**src/rtl/muldiv_pkg.sv**
```systemverilog
// muldiv_pkg: shared definitions for the M-extension multiply/divide scheduler.
//   - funct3 encodings of the eight M-extension ops
//   - scheduler FSM state encoding
//   - divide special-case result constants
package muldiv_pkg;

    localparam int unsigned XLEN_DEF = 32;

    localparam logic [2:0] OP_MUL    = 3'b000;
    localparam logic [2:0] OP_MULH   = 3'b001;
    localparam logic [2:0] OP_MULHSU = 3'b010;
    localparam logic [2:0] OP_MULHU  = 3'b011;
    localparam logic [2:0] OP_DIV    = 3'b100;
    localparam logic [2:0] OP_DIVU   = 3'b101;
    localparam logic [2:0] OP_REM    = 3'b110;
    localparam logic [2:0] OP_REMU   = 3'b111;

    typedef enum logic [1:0] {
        ST_IDLE     = 2'd0,
        ST_MUL_WAIT = 2'd1,
        ST_DIV_WAIT = 2'd2,
        ST_DONE     = 2'd3
    } state_t;

    // Quotient of a divide by zero, and the most negative signed value.
    localparam logic [XLEN_DEF-1:0] DIV0_QUOT = '1;
    localparam logic [XLEN_DEF-1:0] INT_MIN   = {1'b1, {(XLEN_DEF-1){1'b0}}};

endpackage

```
**src/rtl/md_special_case.sv**
```systemverilog
// md_special_case: combinational detection of divide cases that are resolved
// without running the iterative divider.
//   op             in  3     funct3 of the M-extension op
//   a, b           in  XLEN  operands
//   is_special     out 1     op is a div/rem and the result is known now
//   special_result out XLEN  result for the special case (0 otherwise)
module md_special_case
    import muldiv_pkg::*;
#(
    parameter int unsigned XLEN = XLEN_DEF
) (
    input  logic [2:0]      op,
    input  logic [XLEN-1:0] a,
    input  logic [XLEN-1:0] b,
    output logic            is_special,
    output logic [XLEN-1:0] special_result
);

    logic w_div_by_zero;
    logic w_overflow;
    logic w_is_rem;

    assign w_is_rem      = op[1];
    assign w_div_by_zero = (b == '0);
    // Only the signed forms can overflow: INT_MIN / -1.
    assign w_overflow    = ((op == OP_DIV) || (op == OP_REM)) &&
                           (a == INT_MIN) && (b == '1);

    always_comb begin
        is_special     = 1'b0;
        special_result = '0;
        if (op[2]) begin
            if (w_div_by_zero) begin
                is_special     = 1'b1;
                special_result = w_is_rem ? a : DIV0_QUOT;
            end else if (w_overflow) begin
                is_special     = 1'b1;
                special_result = w_is_rem ? '0 : INT_MIN;
            end
        end
    end

endmodule

```
**src/rtl/muldiv_sched.sv**
```systemverilog
// muldiv_sched: EX-stage scheduler for the M-extension multiplier/divider.
// Accepts one op in IDLE, captures operands, runs either the fixed-latency
// multiplier or the handshake divider (or resolves a divide special case
// immediately), stalls EX meanwhile and holds the result while EX is held.
//   clk, rst               clock, asynchronous active-high reset
//   stall[5:0]             pipeline stall vector; bit 2 = EX held
//   flush                  kill in-flight op
//   ex_valid, op, a, b     M-extension op presented by EX
//   mul_start, mul_*_signed, mul_result     multiplier interface
//   div_start, div_signed, div_done, div_quot, div_rem, div_annul
//                          divider interface
//   op_a, op_b             captured operands for both units
//   stallreq               hold pipeline at EX
//   result, result_valid   final result to EX
module muldiv_sched
    import muldiv_pkg::*;
#(
    parameter int unsigned MUL_LAT = 2,
    parameter int unsigned XLEN    = XLEN_DEF
) (
    input  logic              clk,
    input  logic              rst,
    input  logic [5:0]        stall,
    input  logic              flush,
    input  logic              ex_valid,
    input  logic [2:0]        op,
    input  logic [XLEN-1:0]   a,
    input  logic [XLEN-1:0]   b,
    output logic              mul_start,
    output logic              mul_a_signed,
    output logic              mul_b_signed,
    input  logic [2*XLEN-1:0] mul_result,
    output logic              div_start,
    output logic              div_signed,
    input  logic              div_done,
    input  logic [XLEN-1:0]   div_quot,
    input  logic [XLEN-1:0]   div_rem,
    output logic              div_annul,
    output logic [XLEN-1:0]   op_a,
    output logic [XLEN-1:0]   op_b,
    output logic              stallreq,
    output logic [XLEN-1:0]   result,
    output logic              result_valid
);

    localparam logic [3:0] L_LAT = 4'(MUL_LAT);

    state_t          r_state;
    state_t          w_next;
    logic [XLEN-1:0] r_op_a;
    logic [XLEN-1:0] r_op_b;
    logic [XLEN-1:0] r_result;
    logic [2:0]      r_op;
    logic [3:0]      r_cnt;
    logic            r_first;

    logic            w_accept;
    logic            w_is_special;
    logic [XLEN-1:0] w_special_result;
    logic [XLEN-1:0] w_mul_word;
    logic [XLEN-1:0] w_div_word;
    logic            w_unused;

    assign w_unused = ^{stall[5:3], stall[1:0]};

    md_special_case #(.XLEN(XLEN)) u_special (
        .op             (op),
        .a              (a),
        .b              (b),
        .is_special     (w_is_special),
        .special_result (w_special_result)
    );

    assign w_accept   = (r_state == ST_IDLE) && ex_valid && !flush;
    assign w_mul_word = (r_op == OP_MUL) ? mul_result[XLEN-1:0]
                                         : mul_result[2*XLEN-1:XLEN];
    assign w_div_word = r_op[1] ? div_rem : div_quot;

    assign op_a   = r_op_a;
    assign op_b   = r_op_b;
    assign result = r_result;

    always_ff @(posedge clk or posedge rst) begin
        if (rst) begin
            r_state <= ST_IDLE;
        end else begin
            r_state <= w_next;
        end
    end

    always_comb begin
        w_next       = r_state;
        stallreq     = 1'b0;
        mul_start    = 1'b0;
        mul_a_signed = 1'b0;
        mul_b_signed = 1'b0;
        div_start    = 1'b0;
        div_signed   = 1'b0;
        div_annul    = 1'b0;
        result_valid = 1'b0;
        case (r_state)
            ST_IDLE: begin
                if (w_accept) begin
                    stallreq = 1'b1;
                    if (w_is_special) begin
                        w_next = ST_DONE;
                    end else if (op[2]) begin
                        w_next = ST_DIV_WAIT;
                    end else begin
                        w_next = ST_MUL_WAIT;
                    end
                end
            end
            ST_MUL_WAIT: begin
                stallreq     = !flush;
                mul_start    = r_first && !flush;
                mul_a_signed = (r_op == OP_MUL) || (r_op == OP_MULH) ||
                               (r_op == OP_MULHSU);
                mul_b_signed = (r_op == OP_MUL) || (r_op == OP_MULH);
                if (flush) begin
                    w_next = ST_IDLE;
                end else if (r_cnt == '0) begin
                    w_next = ST_DONE;
                end
            end
            ST_DIV_WAIT: begin
                stallreq   = !flush;
                div_start  = r_first && !flush;
                div_signed = (r_op == OP_DIV) || (r_op == OP_REM);
                div_annul  = flush;
                if (flush) begin
                    w_next = ST_IDLE;
                end else if (div_done) begin
                    w_next = ST_DONE;
                end
            end
            ST_DONE: begin
                result_valid = 1'b1;
                if (flush || !stall[2]) begin
                    w_next = ST_IDLE;
                end
            end
            default: w_next = ST_IDLE;
        endcase
    end

    // The counter is loaded at accept so that it reads MUL_LAT in the
    // mul_start cycle and reaches zero exactly when the product is valid.
    always_ff @(posedge clk or posedge rst) begin
        if (rst) begin
            r_op_a   <= '0;
            r_op_b   <= '0;
            r_op     <= '0;
            r_result <= '0;
            r_cnt    <= '0;
            r_first  <= 1'b0;
        end else begin
            r_first <= 1'b0;
            if (w_accept) begin
                r_op_a  <= a;
                r_op_b  <= b;
                r_op    <= op;
                r_cnt   <= L_LAT;
                r_first <= !w_is_special;
                if (w_is_special) begin
                    r_result <= w_special_result;
                end
            end else if (r_state == ST_MUL_WAIT) begin
                if (r_cnt != '0) begin
                    r_cnt <= r_cnt - 4'd1;
                end else if (!flush) begin
                    r_result <= w_mul_word;
                end
            end else if ((r_state == ST_DIV_WAIT) && div_done && !flush) begin
                r_result <= w_div_word;
            end
        end
    end

endmodule

```
**config.mk**
```make
export PLATFORM = sky130hd
export DESIGN_NAME = muldiv_sched
export DESIGN_NICKNAME = d
export VERILOG_FILES = /design/src/rtl/muldiv_pkg.sv /design/src/rtl/md_special_case.sv /design/src/rtl/muldiv_sched.sv
export SDC_FILE = /design/constraint.sdc
export NUM_CORES = 1
export LEC_CHECK = 0
export ABC_AREA = 1
export CORE_UTILIZATION = 43
export CTS_BUF_LIST = sky130_fd_sc_hd__clkbuf_8
export DETAILED_ROUTE_END_ITERATION = 8
export GPL_TIMING_DRIVEN = 0
export PLACE_DENSITY = 0.83
export SLEW_MARGIN = 20
export SYNTH_ARGS = -nofsm -noshare
export SYNTH_HDL_FRONTEND = slang
export SYNTH_HIERARCHICAL = 1
export SYNTH_SLANG_ARGS = --single-unit
export TNS_END_PERCENT = 10
```
**constraint.sdc**
```tcl
create_clock -name clk -period 4.05 [get_ports clk]
set_clock_uncertainty 0.05 [all_clocks]
set_input_delay 0.81 -clock clk [delete_from_list [all_inputs] [get_ports clk]]
set_output_delay 0.81 -clock clk [all_outputs]
set_load 0.005 [all_outputs]
```
## After elaboration in Yosys (flattened, before gate mapping)

Cells that the tools add are included.

- $add $sub $neg: 1
- Multiply operators: 0
- Divide/modulo/power cells: 0
- Magnitude comparators: 0
- Eq/ne operators: 18
- Shifts and indexed selects: 0
- Muxes and demuxes: 38
- Bitwise gates (word level): 0
- Reduce and logical (&&, ||, !) cells: 27

Operator list:

| cell | number |
|---|---|
| 2-to-1 mux 32 bit | 13 |
| equality test 32 bit, second input constant | 2 |
| zero test 32 bit | 1 |
| 2-to-1 mux 2 bit | 8 |
| equality test 3 bit, second input constant | 4 |
| 2-to-1 mux 1 bit | 12 |
| 2-to-1 mux 4 bit | 3 |
| inequality test 3 bit, second input constant | 4 |
| one-hot mux 2 bit (4 select lines) | 1 |
| AND reduction 4 bit | 2 |
| logical AND 1 bit | 7 |
| logical OR 1 bit | 5 |
| equality test 2 bit, second input constant | 2 |
| zero test 4 bit | 1 |
| inequality test 2 bit, second input constant | 2 |
| nonzero test 2 bit | 2 |
| nonzero test 4 bit | 1 |
| subtractor 4 x 1 -> 4 bit, second input constant | 1 |
| equality test 3 x 1 -> 1 bit, second input constant | 1 |
| equality test 3 x 2 -> 1 bit, second input constant | 1 |
| zero test 1 bit | 3 |
| zero test 3 bit | 1 |
| nonzero test 3 bit | 1 |
| equality test 2 x 1 -> 1 bit, second input constant | 1 |
| 5 further kinds | 5 |

- Bits in registers: 106
- Latch bits: 0
- Memory bits (writable): 0
- Memory bits (read-only): 0
- Input bits: 206
- Output and inout bits: 104
- Logic and storage cells: 91
- Memories kept: 0

## Longest topological paths before layout

Gate-level depths: netlist (run 1).

- Depth after elaboration: 10
- Gate-level depth with buffers: 16
- Depth with buffers taken out: 15

## By module

The synthesis (run 1) kept the hierarchy.

By module, submodules not included:

| module | times used | cells each | area an instance (µm²) | seq. area each (µm²) |
|---|---|---|---|---|
| muldiv_sched | 1 | 886 | 6008.3 | 2652.5 |
| md_special_case | 1 | 154 | 666.9 | 0.0 |

## Least setup slack after synthesis (run 1)

OpenSTA, ideal clock, no wires.

- Kind: input to output
- Start: input port ex_valid
- End: output port stallreq
- Data arrival time: 1.570 ns
- Required time: 3.190 ns
- Slack: 1.620 ns
- Cell stages on the path: 6
- Path buffers: 2
- Path through: nand2_1 -> nor2_4 -> inv_2 -> buf_2 -> buf_2 -> a21oi_1

- Longest elaborated chain between the ends: 4

RTL lines:

| element | RTL line | text |
|---|---|---|
| from (decl) | muldiv_sched.sv:25 | `input logic ex_valid,` |
| logical AND 1 bit (2 in series) | muldiv_sched.sv:74 | `assign w_accept = (r_state == ST_IDLE) && ex_valid && !flush;` |
| 2-to-1 mux 1 bit | muldiv_sched.sv:103 | `if (w_accept) begin` |
| one-hot mux 1 bit (2 select lines) | muldiv_sched.sv:101 | `case (r_state)` |
| to (decl) | muldiv_sched.sv:41 | `output logic stallreq,` |

Every way passes these cells.

## Worst setup path in the final report (run 1)

- Start: input port flush
- End: output port stallreq

- Longest elaborated chain between the ends: 4

RTL lines:

| element | RTL line | text |
|---|---|---|
| from (decl) | muldiv_sched.sv:24 | `input logic flush,` |
| zero test 1 bit * | muldiv_sched.sv:74, muldiv_sched.sv:115, muldiv_sched.sv:127 |  |
| logical AND 1 bit | muldiv_sched.sv:74 |  |
| 2-to-1 mux 1 bit | muldiv_sched.sv:103 |  |
| one-hot mux 1 bit (2 select lines) * | muldiv_sched.sv:101 |  |

Mark *: on every way between the ends. The rest lies on a longest branch, timed or not.

==> impl_metrics.toml, run 1 <==
[placed_design]
numPortBuffers = 304
place_ws_ns = 0.318
dp_hpwl_mm = 18.8
place_congestion = 0.841
placed_area_mm2 = 0.00999

[drt]
antenna_left = 0
wl_per_cell_um = 15.5
dr.first_iter.drc_count = 483
via_per_inst = 4.98
drt_wl_total_mm = 24.0
drc = 0
firstDrtPassIters = 5
num_vias = 7714

[clocking]
cts_setup_buffers = 0
cts_tree = "done"
postCtsHoldBufs = 0
worstSkewPairLatency_ns = 0.38
cts_sinks = 106
htree_levels = 3
cts_root_buf = "clkbuf_8"
cts_buffers = 9
post_cts.resized_instances = 0
path_clk_slew_ns = 0.10
cts_max_path_buffers = 2

[cells_and_area]
n_antenna_cell = 0
design_area_mm2 = 0.0102
layout.nets = 1571
area_growth_pct = 52.4
final_util = 0.669
drive_above_1_share = 0.0544

[synthesis]
synth.distinct_cells = 28
synth_top_family_by_area = "simple AND/OR/NAND/NOR gates"
synth.mux.area_fraction = 0
postSynthAreaPerCell_um2 = 6.42
yosys.area_share.xor_xnor = 0
synth_compound_area_frac = 0.0437
syn_inst = 1040
synth_area_mm2 = 0.00668
ys_seq_elements = 106
post_synth_fa_ha_maj_area_fraction = 0.0169
ys_seq_area_frac = 0.397
yosys.area_share.simple = 0.446
syn-num-nets = 1255
yosysWarningCount = 6

[critical_path]
path_class = "in -> out"
r2r_start = "r_state[0]$_DFFE_PP0P_"
regToRegEndpoint = "op_a[15]$_DFFE_PP0P_"
crit_required_ns = 3.19
startpoint = "flush"
start_kind = "primary input"
arrival_ns = 2.89
r2r_cells = 9
end_kind = "primary output"
r2r_slack_ns = 1.94
endpoint = "stallreq"
path_max_fanout = 10

[floorplan]
coreArea_mm2 = 0.0152
die_w_um = 127
die_h_um = 127
dieArea_mm2 = 0.0160
rows = 45
start_util = 0.439
ios = 310

[global_routing]
grt_first_pass_wirelength_mm = 37.1
grt_max_degree = 59
overflow = 0
grt_pass1_vias = 7187
antenna_found_initial = 0
grtUsageTotal = 0.298

[sta]
slew_headroom = 0.640
rsz0062_at_grt = "false"
tightest_slew_ns = 0.541
hold_viol_final = 0
slew_viol_final = 0
period_share = 0.927
max_freq_mhz = 266
fin_setup_tns_ns = 0
setup_violations = 0
finalCriticalPeriod_ns = 3.75
setup_slack_ns = 0.297

[flow_run]
cap_viol_max_count = 0

[power]
vdd_drop_max_mv = 0.315
leakage_nw = 5.19
power_mw = 5.81
powerDensity_mw_per_mm2 = 571

[run_status]
status = "finished clean"

[worst_hold_path]
hp-class = "reg -> reg"
synth_stat cells:
cell / instances / area [um2]
or2_2: 6 / 37.5
clkbuf_1: 15 / 56.3
nor2_4: 3 / 33.8
buf_2: 31 / 155
nand2_1: 471 / 1770
a31oi_1: 1 / 6.26
o21ai_0: 5 / 25.0
nand2_2: 1 / 6.26
nand4_1: 10 / 62.6
and3_1: 1 / 6.26
nor2_2: 1 / 6.26
buf_1: 4 / 15.0
nand3_1: 102 / 510
a21oi_1: 40 / 200
nor3_1: 5 / 25.0
buf_4: 3 / 22.5
ha_1: 9 / 113
o21bai_1: 1 / 7.51
inv_2: 3 / 11.3
nand3b_1: 1 / 7.51
clkinv_1: 1 / 3.75
or2_1: 11 / 68.8
nor2_1: 94 / 353
or2_0: 15 / 93.8
dfrtp_1: 106 / 2650
inv_1: 91 / 342
a21oi_2: 6 / 52.6
buf_6: 3 / 33.8
worst min-delay path by stage:
stage / startpoint / endpoint / slack [ns] / cells after the start
after global placement: op_b[20]$_DFFE_PP0P_ / op_b[20]$_DFFE_PP0P_ / 0.40 / 2
after floorplan: op_a[0]$_DFFE_PP0P_ / op_a[0]$_DFFE_PP0P_ / 0.42 / 2
final: op_a[31]$_DFFE_PP0P_ / op_a[31]$_DFFE_PP0P_ / 0.43 / 2
after CTS: op_a[31]$_DFFE_PP0P_ / op_a[31]$_DFFE_PP0P_ / 0.43 / 2
after detailed placement: op_a[31]$_DFFE_PP0P_ / op_a[31]$_DFFE_PP0P_ / 0.41 / 2
after global routing: op_a[8]$_DFFE_PP0P_ / op_a[8]$_DFFE_PP0P_ / 0.45 / 2
sequential cells by signal, indices dropped and copies added (netlist names):
register,cells
r_cnt,4
result,32
r_state,2
op_b,32
r_op,3
op_a,32
r_first,1
where the power goes:
part           switching (mW)  internal, mW
Clock                   0.394         0.249
Sequential              0.291          1.54
Combinational            1.73          1.60
cell families after synthesis:
group	Yosys count
buffers and inverters	151
AND/OR/NAND/NOR	721
AO/OA/AOI/OAI	53
adder cells (fa/ha/maj)	9
flip-flops	106
critical path: stages:
cell and delay (ns):
clkdlybuf4s50_1 0.54, nor2_4 0.30, inv_2 0.15, buf_2 0.22
buf_2 0.20, a21oi_1 0.14, clkdlybuf4s50_1 0.52
cell usage in the layout (no fill, tap or decap), types with 4 or more instances in the layout:
cell type,count
clkbuf_1,15
nor2_1,94
nor3_1,5
inv_1,90
buf_1,4
a21oi_1,40
nand3_1,102
ha_1,9
o21ai_0,5
a21oi_2,6
or2_0,15
buf_2,31
dfrtp_1,106
clkdlybuf4s50_1,304
or2_2,6
or2_1,11
clkbuf_8,10
nand4_1,10
nand2_1,471
cell type report:
class,count,area (um2)
Clock inverter,5,46.3
Inverter,95,362
Timing Repair Buffer,305,3070
Sequential cell,106,2650
Buffer,56,283
Fill cell,1344,5030
Clock buffer,10,138
Multi-Input combinational cell,783,3380
Tap cell,188,235
routing by layer:
metal  vias up  share of wire  global-route usage
met3        48          0.072              0.0460
met2       322           0.47               0.507
met5         -              0                   0
met4         0          0.033               0.125
li1       3812              -                   -
met1      3532           0.42               0.379
per-stage QoR:
| stage | instances | hold WS, ns |
|---|---|---|
| after global routing | 1548 | 0.448 |
| final | 1548 | 0.429 |
| after detailed placement | 1533 | 0.407 |
| after floorplan | 1040 | 0.415 |
| after CTS | 1548 | 0.432 |
| after global placement | 1532 | 0.404 |
Power figures use the tool's default switching activity.
==> run 2, diff against run 1 <==
--- a/config.mk
+++ b/config.mk
@@ -6,11 +6,11 @@
 export NUM_CORES = 1
 export LEC_CHECK = 0
 export ABC_AREA = 1
-export CORE_UTILIZATION = 43
+export CORE_UTILIZATION = 39
 export CTS_BUF_LIST = sky130_fd_sc_hd__clkbuf_8
 export DETAILED_ROUTE_END_ITERATION = 8
 export GPL_TIMING_DRIVEN = 0
-export PLACE_DENSITY = 0.83
+export PLACE_DENSITY = 0.8
 export SLEW_MARGIN = 20
 export SYNTH_ARGS = -nofsm -noshare
 export SYNTH_HDL_FRONTEND = slang
==> constraint.sdc (replaced) <==
create_clock -name clk -period 3.45 [get_ports clk]
set_clock_uncertainty 0.05 [all_clocks]
set_input_delay 0.69 -clock clk [delete_from_list [all_inputs] [get_ports clk]]
set_output_delay 0.69 -clock clk [all_outputs]
set_load 0.005 [all_outputs]
==> run 2 against run 1 <==
Against the previous run:
- critical path depth stayed put
- power is 21% higher
- die area is 10% higher
- largest power group unchanged
- via count is 1.3% lower
- first-iteration DRC count is 8.5% lower
- non-clock buffer count is 2 higher
- global-route usage is 1.5 points lower
==> impl_metrics.toml, run 2 (synthesis results as in run 1) <==
[sta]
finalCriticalPeriod_ns = 3.35
setup_violations = 0
setup_slack_ns = 0.101
hold_viol_final = 0
tightest_slew_ns = 0.572
max_freq_mhz = 299
rsz0062_at_grt = "true"
period_share = 0.971
slew_viol_final = 0
slew_headroom = 0.619

[worst_hold_path]
hp-class = "reg -> reg"
hold_depth = 2

[floorplan]
die_w_um = 133
coreArea_mm2 = 0.0166
dieArea_mm2 = 0.0176
rows = 47
die_h_um = 133
start_util = 0.401
ios = 310

[power]
p_seq_frac = 0.305
vdd_drop_max_mv = 0.393
leakage_nw = 5.23
internal_power_mw = 4.16
swShare = 0.409
powerDensity_mw_per_mm2 = 683
clkPwrFrac = 0.128
p_sw_mw = 2.88
p_comb_frac = 0.567

[placed_design]
dp_cells = 1567
placed_area_mm2 = 0.0101
numPortBuffers = 304
dp_hpwl_mm = 19.4
place_congestion = 0.878
place_ws_ns = -0.121

[drt]
drt_wl_total_mm = 25.0
via_per_inst = 4.81
dr.first_iter.drc_count = 442
wl_per_cell_um = 15.8
drc = 0
firstDrtPassIters = 5
antenna_left = 0
num_vias = 7617

[flow_run]
cap_viol_max_count = 0

[cells_and_area]
drive_above_1_share = 0.0580
fillerInstances = 1540
design_area_mm2 = 0.0103
final_common_cell = "nand2_1"
layout.nets = 1573
layout_common_cells = "nand2_1 (471), clkdlybuf4s50_1 (304), dfrtp_1 (105)"
n_antenna_cell = 0
area_growth_pct = 54.3
final_util = 0.619
instances_no_fill = 1583

[critical_path]
arrival_ns = 2.61
path_class = "in -> out"
r2r_cells = 12
end_kind = "primary output"
crit_required_ns = 2.71
start_kind = "primary input"
path_max_fanout = 19

[global_routing]
grt_first_pass_wirelength_mm = 38.6
grt_max_degree = 32
grtUsageTotal = 0.283
grt_pass1_vias = 7287
overflow = 0
antenna_found_initial = 0

[clocking]
cts_root_buf = "clkbuf_8"
cts_tree = "done"
worstSkewPairLatency_ns = 0.38
path_clk_slew_ns = 0.10
cts_max_path_buffers = 2
htree_levels = 3
postCtsHoldBufs = 0
cts_buffers = 9
cts_sinks = 106

[run_status]
status = "finished clean"
==> run 2: cell types whose count changed in the layout (fill, tap and decap cells not counted), moves of 2 or more <==
cell,delta
clkinv_4,-2
bufinv_16,+2
inv_6,-2
clkinvlp_4,+3
buf_4,+2
buf_12,+3
==> run 2: worst paths after layout <==
kind / start / endpoint / slack (ns)
max in group asynchronous: rst / op_a[6]$_DFFE_PP0P_ / 1.97
min in group asynchronous: rst / result[28]$_DFFE_PP0P_ / 0.62
max reg2reg: r_state[0]$_DFFE_PP0P_ / result[22]$_DFFE_PP0P_ / 1.26
min: op_b[30]$_DFFE_PP0P_ / op_b[30]$_DFFE_PP0P_ / 0.43
max: ex_valid / stallreq / 0.10
min reg2reg: op_b[30]$_DFFE_PP0P_ / op_b[30]$_DFFE_PP0P_ / 0.43
==> run 2: metal layers <==
metal | GRT usage | vias to the layer above | share of wire
li1 | - | 3814 | -
met1 | 0.361 | 3452 | 0.43
met2 | 0.477 | 304 | 0.47
met3 | 0.0533 | 47 | 0.071
met4 | 0.103 | 0 | 0.027
met5 | 0 | - | 0
==> run 2: stage by stage <==
step / hold WS (ns) / total power, mW / setup TNS (ns)
finish: 0.429 / 7.03 / 0
CTS: 0.433 / 7.05 / 0
global route: 0.454 / 7.57 / -0.0365
global placement: 0.404 / 6.02 / -0.114
floorplan: 0.415 / 4.02 / 0
detailed placement: 0.408 / 6.12 / -0.121
==> run 2: power groups by stage <==
stage | Clock (mW) | Combinational (mW) | Sequential (mW)
after floorplan | 0 | 1.85 | 2.17
final | 0.902 | 3.99 | 2.14
after CTS | 0.921 | 3.99 | 2.14
after detailed placement | 0 | 3.96 | 2.16
after global placement | 0 | 3.87 | 2.15
after global routing | 0.972 | 4.38 | 2.21
==> run 2: final cells by class <==
type / count / area [um2] / area share
plain buffers: 54 / 274 / 0.0266
clock buffers: 11 / 151 / 0.0147
clock inverters: 5 / 83.8 / 0.00814
inverters: 95 / 360 / 0.0350
multi-input cells: 783 / 3380 / 0.328
flip-flops and latches: 106 / 2650 / 0.258
well taps: 220 / 275 / 0.0267
repair buffers: 309 / 3120 / 0.303
==> run 2: repair_timing <==
action                                  CTS  global route
endpoints found under the setup margin    2             3
buffers inserted                          2             0
pin swaps                                 1             0
gates resized for setup                   1             0
==> run 2: critical path, cell delays in order <==
cell and delay [ns]:
clkdlybuf4s50_1 0.47, nand2_1 0.11, nor2_4 0.19, inv_2 0.19
buf_2 0.25, a21oi_1 0.16, clkdlybuf4s50_1 0.53
==> run 3, diff against run 2 <==
--- a/config.mk
+++ b/config.mk
@@ -5,9 +5,9 @@
 export SDC_FILE = /design/constraint.sdc
 export NUM_CORES = 1
 export LEC_CHECK = 0
-export ABC_AREA = 1
-export CORE_UTILIZATION = 39
+export CORE_UTILIZATION = 38
 export CTS_BUF_LIST = sky130_fd_sc_hd__clkbuf_8
+export CTS_CLUSTER_DIAMETER = 30
 export DETAILED_ROUTE_END_ITERATION = 8
 export GPL_TIMING_DRIVEN = 0
 export PLACE_DENSITY = 0.8
==> run 3 against run 2 <==
Against the previous run:
- power is 1.3% lower
- setup slack worse by 0.020 ns
- combinational power hardly changed
- area after synthesis is 8.8% lower
- critical path type is now in -> reg
- critical endpoint is now result[18]$_DFFE_PP0P_
==> impl_metrics.toml, run 3 <==
[placed_design]
place_congestion = 0.891
place_ws_ns = -0.650
numPortBuffers = 304
dp_cells = 1257
dp_hpwl_mm = 18.1

[global_routing]
grt_pass1_vias = 6552
antenna_found_initial = 0
grtUsageTotal = 0.275
overflow = 0
grt_max_degree = 29
grt_first_pass_wirelength_mm = 34.7

[cells_and_area]
final_common_cell = "clkdlybuf4s50_1"
regArea_mm2 = 0.00265
n_antenna_cell = 0
drive_above_1_share = 0.0405
area_growth_pct = 59.8
layout.nets = 1273
fillerInstances = 1407
layout_common_cells = "clkdlybuf4s50_1 (304), nand2_1 (267), dfrtp_1 (106)"
instances_no_fill = 1274
multi_input_area_mm2 = 0.00305

[flow_run]
cap_viol_max_count = 0

[critical_path]
end_kind = "flip-flop"
cp_cell_sequence = "clkdlybuf4s50_1 -> nor4_1 -> nand4_1 -> o41ai_2 -> and3b_1 -> a2111oi_4 -> buf_12 -> buf_6 -> nand2_1 -> o22a_1"
path_delay_family = "simple AND/OR/NAND/NOR gates"
r2r_slack_ns = 0.90
max_stage_delay_ns = 0.59
path_class = "in -> reg"
path_max_fanout = 10
start_kind = "primary input"
cp_num_buf_inv = 3
crit_required_ns = 3.67
r2r_cells = 8
arrival_ns = 3.59
worst-path-stages = 10
crit_path_top_delay_cell = "o41ai_2"

[synthesis]
synth_edf_count = 0
ys_seq_elements = 106
async_flop_share = 1.00
synth_top_area_share = 0.436
ys_seq_area_frac = 0.436
syn-num-nets = 953
synth_top_cells_by_count = "nand2_1 (267), dfrtp_1 (106), a211oi_1 (64)"
syn_inst = 738
synth_ff_type = "dfrtp_1"
yosysWarningCount = 6
yosysMostFrequentCell = "nand2_1"
synth.distinct_cells = 41
postSynthAreaPerCell_um2 = 8.25
synth.area.top_cells = "dfrtp_1 (44%), nand2_1 (16%), a211oi_1 (7.9%)"
synth_area_mm2 = 0.00609
synth_top_area_cell = "dfrtp_1"

[drt]
antenna_left = 0
via_per_inst = 5.13
firstDrtPassIters = 4
dr.first_iter.drc_count = 345
wl_per_cell_um = 17.5
drt_wl_total_mm = 22.3
drc = 0
num_vias = 6531

[worst_hold_path]
hp-class = "reg -> reg"
hold_depth = 2

[sta]
setup_violations = 0
hold_viol_final = 0
tightest_slew_ns = 0.671
slew_headroom = 0.553
max_freq_mhz = 297
period_share = 0.976
setup_slack_ns = 0.0813
finalCriticalPeriod_ns = 3.37
fin_setup_tns_ns = 0
slew_viol_final = 0
rsz0062_at_grt = "false"

[clocking]
cts_buffers = 9
postCtsHoldBufs = 0
path_clk_slew_ns = 0.10
cts_root_buf = "clkbuf_8"
cts_sinks = 106
worstSkewPairLatency_ns = 0.37
htree_levels = 3
cts_tree = "done"
cts_max_path_buffers = 2

[floorplan]
coreArea_mm2 = 0.0154
start_util = 0.395
die_h_um = 129
rows = 45
die_w_um = 129
dieArea_mm2 = 0.0165
ios = 310

[power]
leakage_nw = 4.17
powerDensity_mw_per_mm2 = 713
vdd_drop_max_mv = 0.422

[run_status]
status = "finished clean"
-- run 3: changes by cell type after synthesis, sizes merged, moves of 12 or more --
cell	delta
nand2	-205
or2	-32
nor4	+14
a211oi	+64
nor2b	+33
nand3	-97
mux2i	+32
clkbuf	+22
buf	-25
o22a	+32
inv	-53
nor2	-90
a21oi	-12
-- run 3: worst paths after layout --
check / startpoint / to
max in group asynchronous: rst / result[24]$_DFFE_PP0P_
hold / removal: op_b[3]$_DFFE_PP0P_ / op_b[3]$_DFFE_PP0P_
setup reg to reg: r_state[0]$_DFFE_PP0P_ / op_b[2]$_DFFE_PP0P_
hold reg to reg: op_b[3]$_DFFE_PP0P_ / op_b[3]$_DFFE_PP0P_
min in group asynchronous: rst / op_b[2]$_DFFE_PP0P_
setup / recovery: a[6] / result[18]$_DFFE_PP0P_
-- run 3: cells by family (layout without fill, tap and decap cells) --
kind of cell | Yosys count | count (layout) | synth area share
compound gates | 140 | 140 | 0.170
xor+xnor | 3 | 3 | 0.00432
fa+ha+maj | 9 | 9 | 0.0185
buf+inv | 94 | 419 | 0.0641
flops | 106 | 106 | 0.436
mux | 34 | 34 | 0.0563
simple gates | 352 | 352 | 0.252
-- run 3: metal layers --
metal	wire, um	global-route usage
met1	9290	0.347
met2	11100	0.479
met3	1550	0.0603
met4	366	0.0664
met5	0	0
-- run 3: worst reg2reg max path: stages, from the launching register on --
cell,delay [ns]
dfrtp_1,0.46
inv_1,0.14
ha_1,0.25
and3b_2,0.25
buf_4,0.18
clkbuf_1,0.54
buf_1,0.46
nand2_1,0.12
nand2_1,0.07
-- run 3: per-stage QoR --
| step | instance area (um2) | util | hold WS, ns | power (mW) |
|---|---|---|---|---|
| floorplan | 6090 | - | 0.420 | 4.10 |
| global placement | 9400 | 0.609 | 0.408 | 6.06 |
| detailed placement | 9500 | 0.615 | 0.411 | 6.16 |
| CTS | 9710 | 0.630 | 0.436 | 6.97 |
| global route | 9730 | 0.631 | 0.461 | 7.44 |
| finish | 9730 | 0.631 | 0.430 | 6.94 |
-- run 3: where the power goes --
| part | switching, mW | internal [mW] | total (mW) |
|---|---|---|---|
| sequential | 0.355 | 1.84 | 2.19 |
| combinational | 1.83 | 2.15 | 3.98 |
| clock | 0.437 | 0.335 | 0.772 |
-- run 3: final cells by class --
type,instances,share of cell area
Buffer,52,0.0251
Clock buffer,9,0.0127
Clock inverter,7,0.00733
Inverter,41,0.0162
Multi-Input combinational cell,538,0.314
Sequential cell,106,0.273
Tap cell,211,0.0271
Timing Repair Buffer,310,0.325
-- run 3: what timing repair did --
item / in CTS / in global routing
setup endpoints to repair: 36 / 2
pin swaps: 1 / 0
resized for setup: 6 / 3
setup buffers: 1 / 1
